### config.mk
export PLATFORM = sky130hd
export DESIGN_NAME = pwr_seq_flat
export DESIGN_NICKNAME = d
export VERILOG_FILES = /design/src/rtl/pwr_seq_pkg.sv /design/src/rtl/pwr_seq_if.sv /design/src/rtl/pwr_idle_cnt.sv /design/src/rtl/pwr_seq.sv /design/src/flat_wrapper.sv
export SDC_FILE = /design/constraint.sdc
export NUM_CORES = 1
export LEC_CHECK = 0
export ABC_CLOCK_PERIOD_IN_PS = 2460
export BUFFER_PORTS_ARGS = -buffer_cell sky130_fd_sc_hd__buf_4
export CAP_MARGIN = 20
export CORE_UTILIZATION = 55
export DETAILED_ROUTE_END_ITERATION = 12
export HOLD_SLACK_MARGIN = 0.1
export PLACE_DENSITY = 0.77
export REMOVE_ABC_BUFFERS = 1
export SETUP_SLACK_MARGIN = 0.1
export SLEW_MARGIN = 40
export SYNTH_ARGS = -nofsm -noshare
export SYNTH_HDL_FRONTEND = slang
export SYNTH_SLANG_ARGS = --single-unit
### constraint.sdc
create_clock -name clk -period 2.46 [get_ports clk]
set_input_delay 0.369 -clock clk [delete_from_list [all_inputs] [get_ports clk]]
set_output_delay 0.369 -clock clk [all_outputs]
set_load 0.02 [all_outputs]
### src/rtl/pwr_seq_pkg.sv
// Shared types and constants for the memory-domain power sequencer.
// State encodings are visible on state_o, so they are fixed here.
package pwr_seq_pkg;

  typedef enum logic [2:0] {
    ST_ON      = 3'd0,
    ST_SAVE    = 3'd1,
    ST_ISO     = 3'd2,
    ST_OFF     = 3'd3,
    ST_PWR_ON  = 3'd4,
    ST_RESTORE = 3'd5,
    ST_UNISO   = 3'd6
  } pwr_state_e;

  localparam logic [1:0] REG_THRESH = 2'd0;
  localparam logic [1:0] REG_CTRL   = 2'd1;
  localparam logic [1:0] REG_MASK   = 2'd2;
  localparam logic [1:0] REG_RSVD   = 2'd3;

  localparam int CTRL_EN_BIT    = 0;
  localparam int CTRL_FORCE_BIT = 1;
  localparam int CTRL_STEP_LSB  = 2;
  localparam int CTRL_STEP_W    = 3;

  typedef struct packed {
    logic pwr_up;
    logic iso_up;
    logic save;
    logic restore;
    logic asleep;
  } pwr_out_t;

  // Isolation stays up from ISO through RESTORE so outputs are clamped
  // whenever the domain is unpowered or not yet restored.
  function automatic pwr_out_t decode_outputs(pwr_state_e s);
    pwr_out_t o;
    o.pwr_up  = (s != ST_OFF);
    o.iso_up  = (s == ST_ISO) || (s == ST_OFF) || (s == ST_PWR_ON) ||
                (s == ST_RESTORE);
    o.save    = (s == ST_SAVE);
    o.restore = (s == ST_RESTORE);
    o.asleep  = (s == ST_OFF);
    return o;
  endfunction

endpackage

### src/rtl/pwr_seq_if.sv
// Register-write bus from csr and power-control bundle towards mem_ctrl.
interface pwr_seq_if;
  logic       reg_wr;
  logic [1:0] reg_sel;
  logic [7:0] reg_data;
  logic       pwr_up;
  logic       iso_up;
  logic       save;
  logic       restore;

  modport master (
    output reg_wr, reg_sel, reg_data,
    input  pwr_up, iso_up, save, restore
  );

  modport slave (
    input  reg_wr, reg_sel, reg_data,
    output pwr_up, iso_up, save, restore
  );
endinterface

### src/rtl/pwr_idle_cnt.sv
// Saturating idle-cycle counter; hit when the count reaches max(thresh,1)-1.
module pwr_idle_cnt #(
  parameter int CNT_W = 6
) (
  input  logic             clk,
  input  logic             reset,
  input  logic             clear,
  input  logic             inc,
  input  logic [CNT_W-1:0] thresh,
  output logic             hit
);

  localparam logic [CNT_W-1:0] CNT_MAX = '1;

  logic [CNT_W-1:0] cnt;
  logic [CNT_W-1:0] limit;

  // A zero threshold behaves like one: sleep after a single idle cycle.
  assign limit = (thresh == '0) ? '0 : thresh - CNT_W'(1);
  assign hit   = (cnt >= limit);

  // NOTE: sequential state uses non-blocking (<=) so every flop samples pre-edge values.
  always_ff @(posedge clk or negedge reset) begin
    if (!reset) begin
      cnt <= '0;
    end else if (clear) begin
      cnt <= '0;
    end else if (inc && (cnt != CNT_MAX)) begin
      cnt <= cnt + CNT_W'(1);
    end
  end

endmodule

### src/rtl/pwr_seq.sv
// Power-domain sequencer: idle-driven save/isolate/power-off and the
// matching power-on/restore/de-isolate wake path for the memory domain.
module pwr_seq
  import pwr_seq_pkg::*;
#(
  parameter int NUM_CH     = 4,
  parameter int CNT_W      = 6,
  parameter int DEF_THRESH = 16
) (
  input  logic              clk,
  input  logic              reset,
  input  logic [NUM_CH-1:0] idle,
  input  logic              wake_req,
  pwr_seq_if.slave          bus,
  output logic              asleep,
  output logic [2:0]        state_o
);

  logic [CNT_W-1:0]       thresh;
  logic                   enable;
  logic                   force_on;
  logic [CTRL_STEP_W-1:0] step;
  logic [NUM_CH-1:0]      mask;

  logic all_idle;
  logic go_sleep;
  logic wake;
  logic cnt_inc;
  logic cnt_hit;

  pwr_state_e             state;
  pwr_state_e             state_n;
  logic [CTRL_STEP_W-1:0] dly_cnt;
  logic                   dly_load;
  pwr_out_t               outs_q;

  logic unused_reg_bits;
  assign unused_reg_bits = ^bus.reg_data;

  always_ff @(posedge clk or negedge reset) begin
    if (!reset) begin
      thresh   <= CNT_W'(DEF_THRESH);
      enable   <= 1'b0;
      force_on <= 1'b0;
      step     <= '0;
      mask     <= '1;
    end else if (bus.reg_wr) begin
      case (bus.reg_sel)
        REG_THRESH: thresh <= bus.reg_data[CNT_W-1:0];
        REG_CTRL: begin
          enable   <= bus.reg_data[CTRL_EN_BIT];
          force_on <= bus.reg_data[CTRL_FORCE_BIT];
          step     <= bus.reg_data[CTRL_STEP_LSB +: CTRL_STEP_W];
        end
        REG_MASK: mask <= bus.reg_data[NUM_CH-1:0];
        default: ;
      endcase
    end
  end

  // Masked channels count as idle; a CSR access always holds the domain awake.
  assign all_idle = (&(idle | ~mask)) & ~wake_req;
  assign go_sleep = all_idle & enable & ~force_on;
  assign wake     = ~go_sleep;
  assign cnt_inc  = all_idle && (state == ST_ON);

  pwr_idle_cnt #(
    .CNT_W (CNT_W)
  ) u_idle_cnt (
    .clk    (clk),
    .reset  (reset),
    .clear  (!cnt_inc),
    .inc    (cnt_inc),
    .thresh (thresh),
    .hit    (cnt_hit)
  );

  // NOTE: state_n gets a default before the case so no path infers a latch.
  always_comb begin
    state_n = state;
    case (state)
      ST_ON:      if (go_sleep && cnt_hit) state_n = ST_SAVE;
      ST_SAVE:    state_n = go_sleep ? ST_ISO : ST_ON;
      ST_ISO: begin
        if (wake)                 state_n = ST_UNISO;
        else if (dly_cnt == '0)   state_n = ST_OFF;
      end
      ST_OFF:     if (wake) state_n = ST_PWR_ON;
      ST_PWR_ON:  if (dly_cnt == '0) state_n = ST_RESTORE;
      ST_RESTORE: state_n = ST_UNISO;
      ST_UNISO:   state_n = ST_ON;
      default:    state_n = ST_ON;
    endcase
  end

  // The step delay is loaded with step (D-1) on entry so ISO and PWR_ON last D cycles.
  assign dly_load = ((state_n == ST_ISO)    && (state != ST_ISO)) ||
                    ((state_n == ST_PWR_ON) && (state != ST_PWR_ON));

  always_ff @(posedge clk or negedge reset) begin
    if (!reset) begin
      state   <= ST_ON;
      dly_cnt <= '0;
      outs_q  <= decode_outputs(ST_ON);
    end else begin
      state  <= state_n;
      outs_q <= decode_outputs(state_n);
      if (dly_load) begin
        dly_cnt <= step;
      end else if (dly_cnt != '0) begin
        dly_cnt <= dly_cnt - CTRL_STEP_W'(1);
      end
    end
  end

  assign bus.pwr_up  = outs_q.pwr_up;
  assign bus.iso_up  = outs_q.iso_up;
  assign bus.save    = outs_q.save;
  assign bus.restore = outs_q.restore;
  assign asleep      = outs_q.asleep;
  assign state_o     = state;

endmodule

### src/flat_wrapper.sv
// flat-port wrapper written by rule: the top's interface ports become plain ports
module pwr_seq_flat import pwr_seq_pkg::*;
#(
  parameter int NUM_CH     = 4,
  parameter int CNT_W      = 6,
  parameter int DEF_THRESH = 16
)
  (clk, reset, idle, wake_req, asleep, state_o, bus_reg_wr, bus_reg_sel, bus_reg_data, bus_pwr_up, bus_iso_up, bus_save, bus_restore);
  pwr_seq_if bus_i ();
  input  logic clk;
  input  logic reset;
  input  logic [NUM_CH-1:0] idle;
  input  logic wake_req;
  output logic asleep;
  output logic [2:0] state_o;
  input wire logic [$bits(bus_i.reg_wr)-1:0] bus_reg_wr;
  input wire logic [$bits(bus_i.reg_sel)-1:0] bus_reg_sel;
  input wire logic [$bits(bus_i.reg_data)-1:0] bus_reg_data;
  output wire logic [$bits(bus_i.pwr_up)-1:0] bus_pwr_up;
  output wire logic [$bits(bus_i.iso_up)-1:0] bus_iso_up;
  output wire logic [$bits(bus_i.save)-1:0] bus_save;
  output wire logic [$bits(bus_i.restore)-1:0] bus_restore;
  assign bus_i.reg_wr = bus_reg_wr;
  assign bus_i.reg_sel = bus_reg_sel;
  assign bus_i.reg_data = bus_reg_data;
  assign bus_pwr_up = bus_i.pwr_up;
  assign bus_iso_up = bus_i.iso_up;
  assign bus_save = bus_i.save;
  assign bus_restore = bus_i.restore;
  pwr_seq #(.NUM_CH(NUM_CH), .CNT_W(CNT_W), .DEF_THRESH(DEF_THRESH)) u_core (.clk(clk), .reset(reset), .idle(idle), .wake_req(wake_req), .bus(bus_i), .asleep(asleep), .state_o(state_o));
endmodule
; Word-level counts from Yosys, hierarchy flattened
; Cells that the tools add are included.
[totals]
regBits = 32
inputBits = 18
output_inout_bits = 8
[classes]
n_addsub = 3
magnitude_cmp = 1
n_eq_ne = 17
mux = 12
bitwise = 7
reduce_logical = 19
[ops]
columns = cell, count
row1 = $mux 3, 7
row2 = $mux 6, 3
row3 = $pmux 3 s6, 1
row4 = $eq 3x2->1 const B, 4
row5 = $eq 3x3->1 const B, 4
row6 = $add 6x1->6 const B, 1
row7 = $eq 3x1->1 const B, 2
row8 = $ge 6x6->1, 1
row9 = $logic_not 3->1, 2
row10 = $logic_not 6->1, 1
row11 = $ne 3x2->1 const B, 2
row12 = $ne 6x6->1 const B, 1
row13 = $reduce_and 2->1, 3
row14 = $sub 6x1->6 const B, 1
row15 = $logic_and 1x1->1, 5
row16 = $logic_or 1x1->1, 4
row17 = $not 4->4, 1
row18 = $or 4x4->4, 1
row19 = $reduce_and 4->1, 1
row20 = $and 1x1->1, 3
row21 = $ne 3x3->1 const B, 1
row22 = $reduce_bool 3->1, 1
row23 = $sub 3x1->3 const B, 1
row24 = $eq 2x1->1 const B, 1
row25 = 6 further kinds, 7

; Depth between registers and ports, before layout
[depth]
depth_word = 13
ltp_mapped = 11

; Modules after synthesis
; Synthesis repeated with hierarchy kept, for this count alone.
[unflattened]
hier_cells = 157
hier_area_um2 = 1798.0
[modules_own_cells]
columns = mod, instances, cells_per_inst, area_per_inst_um2, seq_area_each_um2
row1 = pwr_seq, 1, 87, 1199.9, 658.1
row2 = pwr_idle_cnt, 1, 70, 598.1, 150.1

; Least setup slack after synthesis
; OpenSTA, ideal clock, no wires.
[synth_timing]
path_type = reg2reg
from = reg u_core.thresh[0]
to = reg u_core.state[0] (netlist: u_core.state_o[0])
setup_ns = 0.140
t_arrival_ns = 2.064
required_ns = 2.320
slack_ns = 0.256
stages_incl_launch_ff = 12
path_buffers = 0
synth_period_minus_slack_ns = 2.204
cell_sequence = dfrtp_1 inv_1 ha_1 nand2_1 or3_1 and2_1 ha_1 nand2b_1 a211oi_1 o31ai_1 nand2_1 o211ai_1
[synth_between]
elab_chain_cells = 6
[synth_lines]
columns = element, line
row1 = from (decl), pwr_seq.sv:19  ; logic [CNT_W-1:0] thresh;
row2 = from (signal assigned), pwr_seq.sv:42  ; thresh <= CNT_W'(DEF_THRESH);
row3 = from (signal assigned), pwr_seq.sv:49  ; REG_THRESH: thresh <= bus.reg_data[CNT_W-1:0];
row4 = $sub 6x1->6 or $logic_not 6->1 (tied branches), pwr_idle_cnt.sv:19  ; assign limit = (thresh == '0) ? '0 : thresh - CNT_W'(1);
row5 = $mux 6 (*), pwr_idle_cnt.sv:19
row6 = $ge 6x6->1 (*), pwr_idle_cnt.sv:20  ; assign hit = (cnt >= limit);
row7 = $logic_and 1x1->1 (*), pwr_seq.sv:82  ; ST_ON: if (go_sleep && cnt_hit) state_n = ST_SAVE;
row8 = $mux 3 (*), pwr_seq.sv:82
row9 = $pmux 3 s6 (*), pwr_seq.sv:81  ; case (state)
row10 = named net u_core.state_n[0], pwr_seq.sv:32  ; pwr_state_e state_n;
row11 = to (signal assigned), pwr_seq.sv:106  ; state <= state_n;
row12 = to (decl), pwr_seq.sv:31  ; pwr_state_e state;
; Mark *: on every way through the listed nets, which the timed path passes. The rest lies on a longest branch.
; A chain may end at the register's enable or synchronous reset.

; Worst setup path in the final report
[layout_timing]
from = reg u_core.thresh[1]
to = reg u_core.state[0] (netlist: u_core.state_o[0])
; The elaborated chain is that of the path after synthesis.

==> results.cfg <==
[outcome]
outcome = complete, but fails checks
violations = DRC

[clock_network]
clockBufferDepth = 2
cts_tree = yes
numCtsBuffers = 5
clkTransAtPathRegs_ps = 100
cts_max_level = 2
cts_sinks = 32
clk_latency_ps = 340
cts-root-buf = clkbuf_4

[global_route]
grt_pass1_vias = 1226
grt_overflow = 0
antenna_found_initial = 0
grt_start_max_net_pins = 33
grt_pass1_wl_mm = 5.395
grt_util_all_layers_pct = 22.30

[floorplan]
die_x_um = 57.54
fp.dieH_um = 57.54
start_util_pct = 59.97
rows = 19
io_pins = 26
dieArea_um2 = 3311
core_um2 = 2829

[logic_synthesis]
synth_cell_types = 40
async_flop_share_pct = 100.0
synth-main-ff-cell = dfrtp_1
synth_area_um2 = 1697
synth_warnings = 0
synth-edff-count = 0
synth.avg_cell_area_um2 = 11.24
synthCells = 151
ys_seq_area_share_pct = 47.64
ys_ff_latch = 32

[power_and_ir_drop]
peakVddDrop_mv = 0.5390
finalPower_mw = 1.797
p_leak_nw = 0.9641
power_density_nw_per_um2 = 869.8

[critical_path]
required_ps = 2710
crit_top_cell = ha_4
cp_data_arrival_time_ps = 2590
cp_max_fo = 4
slowest_delay_ps = 410
crit_start = u_core.thresh[1]
crit_chain = inv_2 -> ha_4 -> nand2_4 -> or3_4 -> and2_4 -> ha_4 -> nand2b_4 -> a211oi_2 -> o31ai_1 -> nand2_1 -> o211ai_1
reg2reg_from = u_core.thresh[1]
critPathLaunchType = flip-flop
crit_type = flip-flop to flip-flop
cp_slowest_cell = dfrtp_1
endpoint_kind = flip-flop

[sta]
worst_pin_slew_ps = 521.6
setup_viol = 0
worst_slack_ps = 122.4
hold_violations = 0
rsz0062_at_grt = yes
finClkSkew_ps = 4.929
min_period_ps = 2338
finalMaxSlewViolations = 0
relSlewSlack_pct = 65.08
fmax_mhz = 427.8
final.period_utilization_pct = 95.02

[placement]
place_ws_ps = 73.65
gp_congestion = 0.7884
io_buffers = 23
place_inst = 201
dp_hpwl_mm = 2.250

[drt]
ant_nets = 0
routed_wl_mm = 3.190
routedWlPerCell_um = 15.05
drtIter0Drc = 45
routed_via_density = 5.509
first_pass_iters = 8
drc = 2
num_vias = 1168

[finish]
syn_to_final_growth_pct = 21.76
fin_nets = 208
n_antenna_cell = 0
fin_cells = 212
drive_above_1_share_pct = 40.33
layout_commonest_cell = dfrtp_1
final_cell_mix = 26 x dfrtp_1, 25 x buf_4, 13 x mux2_2
nFillCells = 206

[worst_hold_path]
hp-start = bus_reg_data[5]
hold_class = input pin to flip-flop

[run]
maxCapViolCount = 0
[routing by layer]
layer	vias to the layer above	track usage [%]	part of all wire (%)
met3	6	5.669	4.0
met4	0	11.15	1.2
met2	26	36.38	51
met1	554	27.46	44
li1	582	-	-
met5	-	0	0
[layout make-up]
class                   instances  area [um^2]  share of cell area [%]
clock buffers                   7        65.06                   3.150
clock inverters                 1        30.03                   1.454
inverters                      12        45.04                   2.180
multi-input cells             103        880.8                   42.64
flip-flops and latches         32        808.3                   39.13
well taps                      31        38.79                   1.878
repair buffers                 26        197.7                   9.570
[critical path, delay by kind of cell (launching register included)]
family / cells / cell delay [ps]
adder cells (fa/ha/maj): 2 / 400
flip-flops: 1 / 410
buffers and inverters: 1 / 90
AO/OA/AOI/OAI: 3 / 530
AND/OR/NAND/NOR: 5 / 820
[flip-flops by register name, summed over array words and instances (netlist names)]
register / cells
u_core.u_idle_cnt.cnt: 6
u_core.dly_cnt: 3
u_core.step: 3
u_core.state_o: 3
u_core.bus.pwr_up: 1
u_core.bus.iso_up: 1
u_core.bus.save: 1
u_core.force_on: 1
u_core.mask: 4
u_core.bus.restore: 1
u_core.thresh: 6
u_core.enable: 1
u_core.asleep: 1
[kinds of logic after synthesis]
group / synth area share, %
AND/OR/NAND/NOR: 16.96
flip-flops: 47.64
multiplexers: 13.94
AO/OA/AOI/OAI: 7.228
buffers and inverters: 3.687
adder cells (fa/ha/maj): 7.965
XOR/XNOR: 2.582
[worst paths after layout]
path	to	slack (ps)	cells past startpoint
min reg2reg	u_core.force_on	510	1
max in group asynchronous	u_core.thresh[4]	1640	2
min	u_core.thresh[5]	260	2
max reg2reg	u_core.state_o[0]	120	11
min in group asynchronous	u_core.bus.iso_up	490	2
max	u_core.state_o[0]	120	11
[per-stage QoR]
step	hold WS, ps	instance area, um^2	TNS, ps	utilization (%)
after global routing	246.4	2066	-22.39	73.02
after global placement	316.5	1891	0	66.83
final	258.5	2066	0	73.02
after CTS	253.1	2008	0	70.99
after detailed placement	322.3	1891	0	66.83
after floorplan	73.41	1679	0	-
[timing repair]
| action | in CTS | in global routing |
|---|---|---|
| endpoints found under the setup margin | 1 | 2 |
| hold buffers | 1 | 0 |
| hold endpoints to repair | 26 | 0 |
| pin swaps | 2 | 7 |
| gates resized for setup | 3 | 9 |
| buffers inserted | 0 | 2 |
[Yosys cell counts, drive strengths merged, types with 2 or more instances]
cell type	n	area share (%)
a21oi	3	0.88
buf	2	0.59
clkbuf	2	0.44
dfrtp	26	38
dfstp	6	9.3
ha	10	7.4
inv	12	2.7
mux2	17	12
mux2i	3	1.8
nand2	12	2.7
nand2b	6	2.4
nand3	5	1.5
nand3b	3	1.3
nor2	10	2.7
nor2b	2	0.74
nor3	2	0.88
nor3b	4	2.1
o21ai	6	1.8
xnor2	2	1.0
xor2	3	1.5
[power breakdown]
| part | internal, mW | switching (mW) | total, mW | leakage (nW) |
|---|---|---|---|---|
| Combinational | 0.329 | 0.283 | 0.612 | 0.518 |
| Sequential | 0.644 | 0.0933 | 0.738 | 0.394 |
| Clock | 0.270 | 0.178 | 0.448 | 0.0515 |
| Total | 1.24 | 0.554 | 1.80 | 0.964 |
(Power assumes the default switching activity.)
